[src/rtl/mips_pkg.sv]
// Shared encodings for the multi-cycle MIPS control path: opcodes, FSM states and
// datapath mux select codes.
package mips_pkg;

    localparam logic [5:0] OP_R    = 6'h00;
    localparam logic [5:0] OP_J    = 6'h02;
    localparam logic [5:0] OP_JAL  = 6'h03;
    localparam logic [5:0] OP_BEQ  = 6'h04;
    localparam logic [5:0] OP_ADDI = 6'h08;
    localparam logic [5:0] OP_LW   = 6'h23;
    localparam logic [5:0] OP_SW   = 6'h2B;
    localparam logic [5:0] FN_JR   = 6'h08;

    localparam logic [3:0] S_FETCH    = 4'd0;
    localparam logic [3:0] S_DECODE   = 4'd1;
    localparam logic [3:0] S_MEM_ADDR = 4'd2;
    localparam logic [3:0] S_MEM_RD   = 4'd3;
    localparam logic [3:0] S_MEM_WB   = 4'd4;
    localparam logic [3:0] S_MEM_WR   = 4'd5;
    localparam logic [3:0] S_EXEC     = 4'd6;
    localparam logic [3:0] S_R_WB     = 4'd7;
    localparam logic [3:0] S_ADDI_WB  = 4'd8;
    localparam logic [3:0] S_BRANCH   = 4'd9;
    localparam logic [3:0] S_JUMP     = 4'd10;
    localparam logic [3:0] S_JAL      = 4'd11;
    localparam logic [3:0] S_JR       = 4'd12;

    localparam logic [1:0] ALU_ADD   = 2'b00;
    localparam logic [1:0] ALU_SUB   = 2'b01;
    localparam logic [1:0] ALU_FUNCT = 2'b10;

    localparam logic [1:0] PC_ALU    = 2'b00;
    localparam logic [1:0] PC_ALUOUT = 2'b01;
    localparam logic [1:0] PC_JUMP   = 2'b10;
    localparam logic [1:0] PC_A      = 2'b11;

    localparam logic [1:0] RD_RT = 2'b00;
    localparam logic [1:0] RD_RD = 2'b01;
    localparam logic [1:0] RD_RA = 2'b10;

    localparam logic [1:0] M2R_ALU = 2'b00;
    localparam logic [1:0] M2R_MDR = 2'b01;
    localparam logic [1:0] M2R_PC  = 2'b10;

    localparam logic [1:0] SRCB_B      = 2'b00;
    localparam logic [1:0] SRCB_4      = 2'b01;
    localparam logic [1:0] SRCB_IMM    = 2'b10;
    localparam logic [1:0] SRCB_IMM_SH = 2'b11;

endpackage

[src/rtl/mips_perf_counters.sv]
// Free-running cycle counter and retired-instruction counter; both wrap silently.
module mips_perf_counters #(
    parameter int unsigned CNT_W = 32
) (
    input  logic             clk,
    input  logic             reset,
    input  logic             retire,
    output logic [CNT_W-1:0] cycle_count,
    output logic [CNT_W-1:0] instret
);

    localparam logic [CNT_W-1:0] One = {{(CNT_W-1){1'b0}}, 1'b1};

    always_ff @(posedge clk) begin
        if (reset) begin
            cycle_count <= '0;
            instret     <= '0;
        end else begin
            cycle_count <= cycle_count + One;
            if (retire) begin
                instret <= instret + One;
            end
        end
    end

endmodule

[src/rtl/mips_multicycle_control.sv]
// Multi-cycle MIPS control FSM: sequences fetch/decode/execute/memory/writeback and
// drives the shared-ALU datapath muxes and enables.
module mips_multicycle_control
    import mips_pkg::*;
#(
    parameter int unsigned CNT_W         = 32,
    parameter bit          MEM_HANDSHAKE = 1'b1,
    parameter bit          JAL_EN        = 1'b1,
    parameter bit          JR_EN         = 1'b1
) (
    input  logic             clk,
    input  logic             reset,
    input  logic [5:0]       opcode,
    input  logic [5:0]       funct,
    input  logic             alu_zero,
    input  logic             mem_ready,
    output logic             pc_en,
    output logic             iord,
    output logic             mem_read,
    output logic             mem_write,
    output logic             ir_write,
    output logic             reg_write,
    output logic [1:0]       reg_dst,
    output logic [1:0]       mem_to_reg,
    output logic             alu_src_a,
    output logic [1:0]       alu_src_b,
    output logic [1:0]       alu_op,
    output logic [1:0]       pc_source,
    output logic             instr_done,
    output logic             illegal,
    output logic [CNT_W-1:0] cycle_count,
    output logic [CNT_W-1:0] instret
);

    logic [3:0] state, state_next;
    logic       ready;
    logic       pc_en_c, mem_read_c, mem_write_c, ir_write_c, reg_write_c;
    logic       instr_done_c, illegal_c;

    assign ready = MEM_HANDSHAKE ? mem_ready : 1'b1;

    always_comb begin
        state_next   = state;
        pc_en_c      = 1'b0;
        iord         = 1'b0;
        mem_read_c   = 1'b0;
        mem_write_c  = 1'b0;
        ir_write_c   = 1'b0;
        reg_write_c  = 1'b0;
        reg_dst      = RD_RT;
        mem_to_reg   = M2R_ALU;
        alu_src_a    = 1'b0;
        alu_src_b    = SRCB_B;
        alu_op       = ALU_ADD;
        pc_source    = PC_ALU;
        instr_done_c = 1'b0;
        illegal_c    = 1'b0;
        case (state)
            S_FETCH: begin
                mem_read_c = 1'b1;
                alu_src_b  = SRCB_4;
                ir_write_c = ready;
                pc_en_c    = ready;
                if (ready) state_next = S_DECODE;
            end
            S_DECODE: begin
                // Branch target is precomputed into ALUOut regardless of opcode.
                alu_src_b  = SRCB_IMM_SH;
                state_next = S_FETCH;
                case (opcode)
                    OP_LW, OP_SW: state_next = S_MEM_ADDR;
                    OP_ADDI:      state_next = S_EXEC;
                    OP_BEQ:       state_next = S_BRANCH;
                    OP_J:         state_next = S_JUMP;
                    OP_R: begin
                        if (funct != FN_JR) state_next = S_EXEC;
                        else if (JR_EN)     state_next = S_JR;
                        else                illegal_c  = 1'b1;
                    end
                    OP_JAL: begin
                        if (JAL_EN) state_next = S_JAL;
                        else        illegal_c  = 1'b1;
                    end
                    default: illegal_c = 1'b1;
                endcase
            end
            S_MEM_ADDR: begin
                alu_src_a  = 1'b1;
                alu_src_b  = SRCB_IMM;
                state_next = (opcode == OP_SW) ? S_MEM_WR : S_MEM_RD;
            end
            S_MEM_RD: begin
                iord       = 1'b1;
                mem_read_c = 1'b1;
                if (ready) state_next = S_MEM_WB;
            end
            S_MEM_WB: begin
                reg_write_c  = 1'b1;
                mem_to_reg   = M2R_MDR;
                instr_done_c = 1'b1;
                state_next   = S_FETCH;
            end
            S_MEM_WR: begin
                iord        = 1'b1;
                mem_write_c = 1'b1;
                if (ready) begin
                    instr_done_c = 1'b1;
                    state_next   = S_FETCH;
                end
            end
            S_EXEC: begin
                alu_src_a = 1'b1;
                if (opcode == OP_ADDI) begin
                    alu_src_b  = SRCB_IMM;
                    state_next = S_ADDI_WB;
                end else begin
                    alu_op     = ALU_FUNCT;
                    state_next = S_R_WB;
                end
            end
            S_R_WB: begin
                reg_write_c  = 1'b1;
                reg_dst      = RD_RD;
                instr_done_c = 1'b1;
                state_next   = S_FETCH;
            end
            S_ADDI_WB: begin
                reg_write_c  = 1'b1;
                instr_done_c = 1'b1;
                state_next   = S_FETCH;
            end
            S_BRANCH: begin
                alu_src_a    = 1'b1;
                alu_op       = ALU_SUB;
                pc_source    = PC_ALUOUT;
                pc_en_c      = alu_zero;
                instr_done_c = 1'b1;
                state_next   = S_FETCH;
            end
            S_JUMP: begin
                pc_source    = PC_JUMP;
                pc_en_c      = 1'b1;
                instr_done_c = 1'b1;
                state_next   = S_FETCH;
            end
            S_JAL: begin
                // PC already holds PC+4 here, so the link value comes straight from PC.
                pc_source    = PC_JUMP;
                pc_en_c      = 1'b1;
                reg_write_c  = 1'b1;
                reg_dst      = RD_RA;
                mem_to_reg   = M2R_PC;
                instr_done_c = 1'b1;
                state_next   = S_FETCH;
            end
            S_JR: begin
                pc_source    = PC_A;
                pc_en_c      = 1'b1;
                instr_done_c = 1'b1;
                state_next   = S_FETCH;
            end
            default: state_next = S_FETCH;
        endcase
    end

    // Reset must suppress every side effect in the same cycle it is asserted.
    assign pc_en      = pc_en_c      & ~reset;
    assign mem_read   = mem_read_c   & ~reset;
    assign mem_write  = mem_write_c  & ~reset;
    assign ir_write   = ir_write_c   & ~reset;
    assign reg_write  = reg_write_c  & ~reset;
    assign instr_done = instr_done_c & ~reset;
    assign illegal    = illegal_c    & ~reset;

    always_ff @(posedge clk) begin
        if (reset) state <= S_FETCH;
        else       state <= state_next;
    end

    mips_perf_counters #(
        .CNT_W(CNT_W)
    ) u_perf_counters (
        .clk        (clk),
        .reset      (reset),
        .retire     (instr_done),
        .cycle_count(cycle_count),
        .instret    (instret)
    );

endmodule
[config.mk]
export PLATFORM = sky130hd
export DESIGN_NAME = mips_multicycle_control
export DESIGN_NICKNAME = d
export VERILOG_FILES = /design/src/rtl/mips_pkg.sv /design/src/rtl/mips_perf_counters.sv /design/src/rtl/mips_multicycle_control.sv
export SDC_FILE = /design/constraint.sdc
export NUM_CORES = 1
export LEC_CHECK = 0
export CAP_MARGIN = 20
export CORE_ASPECT_RATIO = 0.75
export CORE_MARGIN = 2
export CORE_UTILIZATION = 48
export CTS_CLUSTER_SIZE = 10
export DETAILED_ROUTE_END_ITERATION = 10
export HOLD_SLACK_MARGIN = 0.12
export PLACE_DENSITY = 0.92
export SYNTH_ARGS = -nofsm -noshare
export SYNTH_HDL_FRONTEND = slang
export SYNTH_SLANG_ARGS = --single-unit
export TNS_END_PERCENT = 20
[constraint.sdc]
create_clock -name clk -period 2.8 [get_ports clk]
set_clock_uncertainty 0.15 [all_clocks]
set_input_delay 0.56 -clock clk [delete_from_list [all_inputs] [get_ports clk]]
set_output_delay 0.56 -clock clk [all_outputs]
set_load 0.01 [all_outputs]
-- Word-level counts from Yosys, hierarchy flattened
Index checks and enable logic that the tools add are counted.
- register bits: 68
- latch bits: 0
- memory bits (writable): 0
- bits in read-only memories: 0
- input bits: 16
- output and inout bits: 83
- word-level logic and storage cells: 73
- memories kept: 0
- add/sub/neg operators: 2
- multiply operators: 0
- divide/modulo/power cells: 0
- magnitude comparators: 0
- equal/unequal tests: 22
- shift-type cells: 0
- mux-type cells: 26
- bitwise gates (word level): 8
- reduce and logical (&&, ||, !) cells: 12
- operator list (kind ; number):
    adder 32 x 1 -> 32 bit, second input constant ; 2
    one-hot mux 4 bit (6 select lines) ; 2
    equality test 4 bit, second input constant ; 5
    2-to-1 mux 4 bit ; 5
    equality test 4 x 3 -> 1 bit, second input constant ; 4
    OR reduction 7 bit ; 2
    equality test 6 x 2 -> 1 bit, second input constant ; 2
    equality test 6 bit, second input constant ; 2
    one-hot mux 2 bit (2 select lines) ; 3
    2-to-1 mux 1 bit ; 9
    equality test 4 x 2 -> 1 bit, second input constant ; 2
    one-hot mux 2 bit (4 select lines) ; 1
    OR reduction 2 bit ; 4
    AND 1 bit ; 7
    equality test 6 x 3 -> 1 bit, second input constant ; 1
    equality test 6 x 4 -> 1 bit, second input constant ; 1
    logical NOT 6 bit ; 1
    != test 2 bit, second input constant ; 3
    != test 6 x 4 -> 1 bit, second input constant ; 1
    one-hot mux 2 bit (3 select lines) ; 1
    OR reduction 3 bit ; 2
    equality test 4 x 1 -> 1 bit, second input constant ; 1
    logical NOT 4 bit ; 1
    2-to-1 mux 2 bit ; 2
    6 further kinds ; 6

-- Depth between registers and ports, before layout
Gate-level depths: netlist of run 1.
- depth in word-level cells: 5
- mapped depth: 8
- mapped depth without buffers: 6

-- By module
From an unflattened synthesis of run 1, not the netlist that was laid out.
- cells, all modules: 459
- area, all modules: 3724.8 µm²
- modules (own cells, without submodules) (module ; instances ; cells each ; area an instance (µm²) ; sequential area each (µm²)):
    mips_perf_counters ; 1 ; 355 ; 3025.4 ; 1281.2
    mips_multicycle_control ; 1 ; 104 ; 699.4 ; 80.1

-- Least setup slack after synthesis of run 1
Ideal clock, no wire load.
- path kind: input -> register
- start: input reset
- end: register u_perf_counters.instret[26]
- setup time: 0.071 ns
- arrival time: 2.028 ns
- data required time: 2.579 ns
- setup slack: 0.551 ns
- stages on the path: 6
- buffers on the path: 1
- cell sequence: clkbuf_1 -> nand2b_1 -> or2_2 -> or3_1 -> or4_1 -> a21oi_1
- longest elaborated chain between the ends: 2
- ends and longest elaborated chain (what ; RTL line ; source):
    from (decl) ; mips_multicycle_control.sv:12 ; input logic reset,
    NOT 1 bit ; mips_multicycle_control.sv:172 ; assign instr_done = instr_done_c & ~reset;
    AND 1 bit ; mips_multicycle_control.sv:172 ;
    to (signal assigned) ; mips_perf_counters.sv:21 ; instret <= instret + One;
    to (decl) ; mips_perf_counters.sv:9 ; output logic [CNT_W-1:0] instret
Several ways; a longest one is shown, not always the timed one.
A chain may end at the register's enable or synchronous reset.

-- Worst setup path after layout of run 1
- start: input mem_ready
- end: output ir_write
- longest elaborated chain between the ends: 2
- ends and longest elaborated chain (what ; RTL line ; source):
    from (decl) ; mips_multicycle_control.sv:16 ; input logic mem_ready,
    2-to-1 mux 1 bit ; mips_multicycle_control.sv:58 ; case (state)
    AND 1 bit ; mips_multicycle_control.sv:170 ; assign ir_write = ir_write_c & ~reset;
    to (decl) ; mips_multicycle_control.sv:21 ; output logic ir_write,
No other way between the ends.

==> results of run 1 <==
## repair_timing
action / in CTS / in global routing
setup endpoints to repair: 6 / 5
buffers inserted: 0 / 0
endpoints found under the hold margin: 0 / 0
hold buffers: 0 / 0
gates resized for setup: 10 / 9
## worst max-delay path: stages
cell and delay, ns:
sky130_fd_sc_hd__clkdlybuf4s50_1 0.54, sky130_fd_sc_hd__inv_1 0.11, sky130_fd_sc_hd__nor4_2 0.24, sky130_fd_sc_hd__clkdlybuf4s50_1 0.58
## power groups by stage
stage / clock network [uW] / registers [uW] / logic [uW]
after floorplan: 0 / 1000 / 67.4
after global placement: 0 / 1000 / 140
after global routing: 959 / 983 / 159
after CTS: 922 / 981 / 143
final: 907 / 982 / 145
after detailed placement: 0 / 1000 / 142
## cells in the mapped netlist, types with 2 or more instances
cell type	count	area share, %
sky130_fd_sc_hd__and2_1	4	0.71
sky130_fd_sc_hd__nor2_1	66	7.0
sky130_fd_sc_hd__o22ai_1	2	0.35
sky130_fd_sc_hd__nor4_1	9	1.6
sky130_fd_sc_hd__and4_1	4	0.99
sky130_fd_sc_hd__o21ai_0	17	2.4
sky130_fd_sc_hd__and2_0	2	0.35
sky130_fd_sc_hd__or3_1	17	3.0
sky130_fd_sc_hd__or4_1	8	1.7
sky130_fd_sc_hd__buf_4	2	0.42
sky130_fd_sc_hd__xor2_1	32	7.9
sky130_fd_sc_hd__a211oi_1	2	0.42
sky130_fd_sc_hd__clkbuf_1	17	1.8
sky130_fd_sc_hd__xnor2_1	14	3.5
sky130_fd_sc_hd__nor3_1	12	1.7
sky130_fd_sc_hd__inv_1	11	1.2
sky130_fd_sc_hd__nand2b_1	10	1.8
sky130_fd_sc_hd__nand4_1	21	3.7
sky130_fd_sc_hd__ha_1	2	0.71
sky130_fd_sc_hd__dfxtp_1	68	38
sky130_fd_sc_hd__buf_2	2	0.28
sky130_fd_sc_hd__nor2b_1	4	0.71
sky130_fd_sc_hd__a21oi_1	27	3.8
sky130_fd_sc_hd__a31oi_1	3	0.53
sky130_fd_sc_hd__or2_2	2	0.35
sky130_fd_sc_hd__and3_1	12	2.1
sky130_fd_sc_hd__o31ai_1	8	1.7
sky130_fd_sc_hd__nor4b_1	2	0.49
sky130_fd_sc_hd__o211ai_1	2	0.42
sky130_fd_sc_hd__buf_1	2	0.21
sky130_fd_sc_hd__nand3_1	21	3.0
sky130_fd_sc_hd__nand2_1	27	2.9
## how the worst max path moves through the flow
stage               startpoint  slack [ns]                     endpoint  cells past startpoint
CTS                   alu_zero       -0.11                        pc_en                      5
detailed placement   opcode[5]       -0.34                      illegal                      6
finish               mem_ready        0.06                     ir_write                      4
floorplan                reset        0.55  u_perf_counters.instret[26]                      6
global route         opcode[3]      -0.003                      illegal                      6
global placement     opcode[5]       -0.24                      illegal                      6
## stage by stage
stage / TNS, ns / std cells / instance area, sq um / util, % / worst slack, ns
floorplan: 0 / 447 / 3540 / - / 0.551
global placement: -0.789 / 647 / 4740 / 65.6 / -0.238
detailed placement: -1.38 / 647 / 4740 / 65.6 / -0.336
CTS: -0.113 / 663 / 4970 / 68.8 / -0.113
global route: -0.00339 / 663 / 4990 / 69.1 / -0.00339
finish: 0 / 663 / 4990 / 69.1 / 0.0635
## sequential cells by signal, summed over array words and instances, names as in the netlist
register,cells
u_perf_counters.cycle_count,32
state,4
u_perf_counters.instret,32
## metal layers
| metal | vias to the layer above | routed length, microns | GRT usage [%] |
|---|---|---|---|
| met2 | 146 | 4710 | 39.9 |
| met1 | 1768 | 4440 | 34.5 |
| met5 | - | 0 | 0 |
| li1 | 1813 | - | - |
| met3 | 16 | 623 | 6.14 |
| met4 | 0 | 172 | 6.84 |
## cell type report
| cell class | count | area (sq um) |
|---|---|---|
| Inverter | 11 | 41.3 |
| Sequential cell | 68 | 1370 |
| Clock buffer | 9 | 124 |
| Tap cell | 101 | 126 |
| Fill cell | 589 | 2240 |
| Clock inverter | 7 | 98.8 |
| Timing Repair Buffer | 123 | 1170 |
| Multi-Input combinational cell | 344 | 2070 |
## cells by family (layout without fill, tap and decap cells)
group                      after synthesis  count (layout)  synth area share (%)
and+or+nand+nor                        226             226                  33.5
buffers and inverters                   35             150                  4.03
xor gates and xnor gates                46              46                  11.4
DFF                                     68              68                  38.4
adders and majority gates                2               2                 0.706
AOI/OAI and AO/OA                       70              70                  12.0
## layout by cell type (no fill, tap or decap), types with 3 or more instances in the layout
cell / n
sky130_fd_sc_hd__nor2_1: 65
sky130_fd_sc_hd__and2_1: 4
sky130_fd_sc_hd__dfxtp_2: 3
sky130_fd_sc_hd__dfxtp_1: 65
sky130_fd_sc_hd__a21oi_1: 27
sky130_fd_sc_hd__or3_1: 16
sky130_fd_sc_hd__o31ai_1: 8
sky130_fd_sc_hd__and4_1: 4
sky130_fd_sc_hd__inv_1: 11
sky130_fd_sc_hd__nor3_1: 11
sky130_fd_sc_hd__nand3_1: 21
sky130_fd_sc_hd__nand2b_1: 10
sky130_fd_sc_hd__nor4_1: 8
sky130_fd_sc_hd__nor2b_1: 4
sky130_fd_sc_hd__dlygate4sd2_1: 5
sky130_fd_sc_hd__xnor2_1: 14
sky130_fd_sc_hd__and3_1: 11
sky130_fd_sc_hd__xor2_1: 32
sky130_fd_sc_hd__o21ai_0: 17
sky130_fd_sc_hd__clkdlybuf4s50_1: 89
sky130_fd_sc_hd__buf_4: 24
sky130_fd_sc_hd__nand4_1: 21
sky130_fd_sc_hd__clkbuf_8: 9
sky130_fd_sc_hd__nand2_1: 27
sky130_fd_sc_hd__or4_1: 8
==> results.toml, run 1 <==
[critical_path]
cp_endpoint_kind = "output port"
cp_data_required_time_ns = 2.09
kind_of_start_point_of_the_critical_path = "primary input"
setup_slack_of_the_worst_register_to_register_path_ns = 0.39
critPathArrivalTime_ns = 2.03
critical_path.reg2reg.endpoint = "u_perf_counters.instret[22]"
worst-r2r-cell-count = 5
critical_path_class = "in -> out"
crit_fanout = 4
critical_path.reg2reg.startpoint = "u_perf_counters.instret[3]"

[status]
run_status = "finished, final reports clean"

[power_and_ir_drop]
p_int_uw = 1550
share_seq_of_total_power_pct = 48.3
power_per_cell_area_nw_per_um2 = 407
net_switching_power_uw = 484
clockPowerShare_pct = 44.6
share_comb_of_total_power_pct = 7.1
total_power_uw = 2030
max-vdd-ir-drop_v = 0.000235
leakagePower_uw = 0.00177
sw_frac_of_total_pct = 23.8

[worst_hold_path]
min_delay_worst_endpoint = "u_perf_counters.instret[31]"
hp-start = "u_perf_counters.instret[31]"
worstHoldPathCells = 2
hold_path_class = "reg -> reg"

[yosys]
syn_inst = 447
syn_warnings = 0
synth_edf_count = 0
synthesis.area_sq_um = 3540
seq_area_frac_synth_pct = 38.4
dominantRegCellSynth = "sky130_fd_sc_hd__dfxtp_1"
post_synth_num_cell_types = 47
yosys_reg_bits = 68
avgSynthCellArea_sq_um = 7.92
synth_nets = 465
asyncSetResetFlopFracSynth_pct = 0

[sta]
setup_viol = 0
grt_setup_unrepaired = "yes"
fmax_mhz = 365
period_minus_slack_ns = 2.74
slew-limit-headroom_pct = 66.6
timing_worst_slew_pin_value_ns = 0.489
final-hold-violation-count = 0
final_worst_hold_slack_ns = 0.337
final.period_utilization_pct = 97.7
timing_max_transition_violations_final = 0

[final_layout]
flow.area_growth_from_synthesis_pct = 41.0
final_nets = 575
layout-drive-gt1-share_pct = 10.7
num_antenna_cells = 0

[routing]
drt-wirelength-per-cell_microns = 15.0
final_antenna_violating_net_count = 0
vias = 3743
drt_pass1_iterations = 6
drc = 0
route.final.wire_length_microns = 9940
drtIter0Drc = 231
vias_per_cell = 5.65

[die]
placementRows = 27
die_area_sq_um = 8090
dieWidth_microns = 103
io-pin-count = 99
design.core.area_sq_um = 7230
die_y_microns = 78.4
starting_utilization_of_the_core_area_pct = 49.0

[global_routing]
grt-ovfl-total = 0
maximum_number_of_pins_on_one_net_before_global_route_repair = 73
grt_antenna_before_repair = 0
via_count_of_the_first_global_routing_pass = 3437
grt_first_pass_wirelength_microns = 16400
track_usage_pct = 25.3

[placed_design]
gp_congestion = 0.963
post-dp-hpwl_microns = 7030
io_buffers = 98

[cts]
cts_tree = "done"
clkLatencyLatePin_ns = 0.35
max-clock-path-buffers = 2
worst_setup_hold_path_clk_slew_ns = 0.07
clock-sinks = 68
clk_root_buffer_cell = "sky130_fd_sc_hd__clkbuf_8"
cts_inserted_buffers = 9
h-tree-depth = 3

[flow_run]
drv_cap = 0
Note: power is estimated with default switching activity, not from simulation.
==> inputs of run 2 (changes only) <==
--- a/config.mk
+++ b/config.mk
@@ -8,11 +8,11 @@
 export CAP_MARGIN = 20
 export CORE_ASPECT_RATIO = 0.75
 export CORE_MARGIN = 2
-export CORE_UTILIZATION = 48
+export CORE_UTILIZATION = 52
 export CTS_CLUSTER_SIZE = 10
 export DETAILED_ROUTE_END_ITERATION = 10
 export HOLD_SLACK_MARGIN = 0.12
-export PLACE_DENSITY = 0.92
+export PLACE_DENSITY = 0.95
 export SYNTH_ARGS = -nofsm -noshare
 export SYNTH_HDL_FRONTEND = slang
 export SYNTH_SLANG_ARGS = --single-unit
==> constraint.sdc (replaced) <==
create_clock -name clk -period 3.55 [get_ports clk]
set_clock_uncertainty 0.15 [all_clocks]
set_input_delay 0.71 -clock clk [delete_from_list [all_inputs] [get_ports clk]]
set_output_delay 0.71 -clock clk [all_outputs]
set_load 0.01 [all_outputs]
==> run 2 against run 1 <==
Against the previous run: sequential share of layout area is 1.1 points higher; final cell count is 5.6% lower; hold slack lost 0.0011 ns; non-clock buffer count decreased by 20; clock power is 21% lower; critical path depth rose by 2; final area down 4.0%; first-iteration DRC count down 18%; sequential power decreased by 21%.
==> results.toml, run 2 (synthesis results as in run 1) <==
[die]
design.core.area_sq_um = 6700
starting_utilization_of_the_core_area_pct = 52.9
io-pin-count = 99
dieWidth_microns = 99.3
die_y_microns = 75.5
die_area_sq_um = 7490
placementRows = 26

[cts]
clk_root_buffer_cell = "sky130_fd_sc_hd__clkbuf_8"
max-clock-path-buffers = 2
cts_inserted_buffers = 9
clock-sinks = 68
worst_setup_hold_path_clk_slew_ns = 0.07
cts_tree = "done"
postCtsHoldBufs = 0
h-tree-depth = 3
clkLatencyLatePin_ns = 0.36

[power_and_ir_drop]
share_seq_of_total_power_pct = 48.8
p_int_uw = 1230
leakagePower_uw = 0.00164
sw_frac_of_total_pct = 23.0
max-vdd-ir-drop_v = 0.000186
net_switching_power_uw = 366
share_comb_of_total_power_pct = 6.1
clockPowerShare_pct = 45.1
power_per_cell_area_nw_per_um2 = 332

[critical_path]
critical_path.reg2reg.endpoint = "u_perf_counters.instret[22]"
cpMaxStageDelayCell = "sky130_fd_sc_hd__clkdlybuf4s50_1"
cp_endpoint_kind = "output port"
crit_path_start = "opcode[3]"
cp_top_family = "buffers and inverters"
critical-path-max-stage-delay_ns = 0.61
critical_path.reg2reg.startpoint = "state[2]"
cp_data_required_time_ns = 2.69
worst-r2r-cell-count = 5
kind_of_start_point_of_the_critical_path = "primary input"
worst-path-buf-inv = 2
crit_chain = "clkdlybuf4s50_1 > a211oi_1 > a31oi_1 > o22ai_1 > a211oi_1 > clkdlybuf4s50_1"
critical_path_class = "in -> out"
crit_fanout = 8
setup_slack_of_the_worst_register_to_register_path_ns = 0.87
critPathArrivalTime_ns = 2.57

[worst_hold_path]
worstHoldPathCells = 2
hold_path_class = "reg -> reg"
hp-start = "u_perf_counters.instret[31]"
min_delay_worst_endpoint = "u_perf_counters.instret[31]"

[sta]
final.period_utilization_pct = 96.6
final_worst_hold_slack_ns = 0.336
setup_viol = 0
final-hold-violation-count = 0
slew-limit-headroom_pct = 30.2
grt_setup_unrepaired = "no"
fin_tns_setup_ns = 0
period_minus_slack_ns = 3.43
timing_max_transition_violations_final = 0
fmax_mhz = 292
timing_worst_slew_pin_value_ns = 1.04
setup_slack_ns = 0.122

[final_layout]
layout-drive-gt1-share_pct = 5.72
fin_cells = 626
largest_registers = "u_perf_counters.cycle_count: 32 flops, u_perf_counters.instret: 32 flops, state: 4 flops"
layout.cells.most_common = "sky130_fd_sc_hd__clkdlybuf4s50_1"
num_antenna_cells = 0
mostFrequentLayoutCells = "sky130_fd_sc_hd__clkdlybuf4s50_1, sky130_fd_sc_hd__dfxtp_1, sky130_fd_sc_hd__nor2_1"
postLayoutCellArea_sq_um = 4790
final_nets = 555
flow.area_growth_from_synthesis_pct = 35.3

[placed_design]
post-dp-hpwl_microns = 6620
dp_slack_ns = 0.0304
placement.cell_area_sq_um = 4560
dp.cells = 610
io_buffers = 98
gp_congestion = 0.905

[routing]
drt-wirelength-per-cell_microns = 14.9
drt_pass1_iterations = 4
vias_per_cell = 5.76
drtIter0Drc = 189
final_antenna_violating_net_count = 0
route.final.wire_length_microns = 9350
vias = 3608
drc = 0

[global_routing]
grt-ovfl-total = 0
grt_first_pass_wirelength_microns = 15300
via_count_of_the_first_global_routing_pass = 3283
track_usage_pct = 25.2
maximum_number_of_pins_on_one_net_before_global_route_repair = 38
grt_antenna_before_repair = 0

[status]
run_status = "finished, final reports clean"

[flow_run]
drv_cap = 0
## run 2: final cells by class
class | instances | area [sq um]
Sequential cell | 68 | 1360
Timing Repair Buffer | 103 | 1020
Inverter | 11 | 41.3
Tap cell | 84 | 105
Clock buffer | 10 | 138
Multi-Input combinational cell | 344 | 2040
Clock inverter | 6 | 86.3
Fill cell | 518 | 1910
## run 2: through the flow
stage	total power [uW]	util, %
detailed placement	890	68.0
global placement	887	68.0
global route	1650	71.5
CTS	1600	71.4
floorplan	843	-
finish	1590	71.5
## run 2: worst max-delay path by stage
| stage | to | slack [ns] | cells after the start |
|---|---|---|---|
| after global placement | alu_op[1] | 0.13 | 6 |
| after floorplan | ir_write | 1.09 | 3 |
| after CTS | alu_src_b[1] | 0.03 | 6 |
| final | illegal | 0.12 | 6 |
| after detailed placement | alu_src_b[1] | 0.03 | 6 |
| after global routing | illegal | 0.02 | 6 |
## run 2: power groups by stage
stage	Combinational (uW)	Sequential [uW]	Clock, uW
4_1_cts	95.8	778	725
3_5_place_dp	95.2	795	0
6_report	96.9	778	718
2_1_floorplan	53.2	789	0
3_3_place_gp	92.4	794	0
5_1_grt	105	779	762
## run 2: worst register-to-register path: cells and delay by family, from the launching register on
family / cells / cell delay, ns
AO/OA/AOI/OAI: 1 / 0.23
flip-flops: 1 / 0.69
AND/OR/NAND/NOR: 4 / 1.54
## run 2: routing by layer
metal  track usage (%)  wire (microns)  up-vias
met5                 0               0        -
met4              7.61             144        0
met3              7.34             540       19
met2              42.3            4420      111
met1              32.0            4250     1706
li1                  -               -     1772
## run 2: timing repair
item                       in CTS  in global routing
setup endpoints to repair       0                  2
buffers inserted                0                  0
resized for setup               0                  3
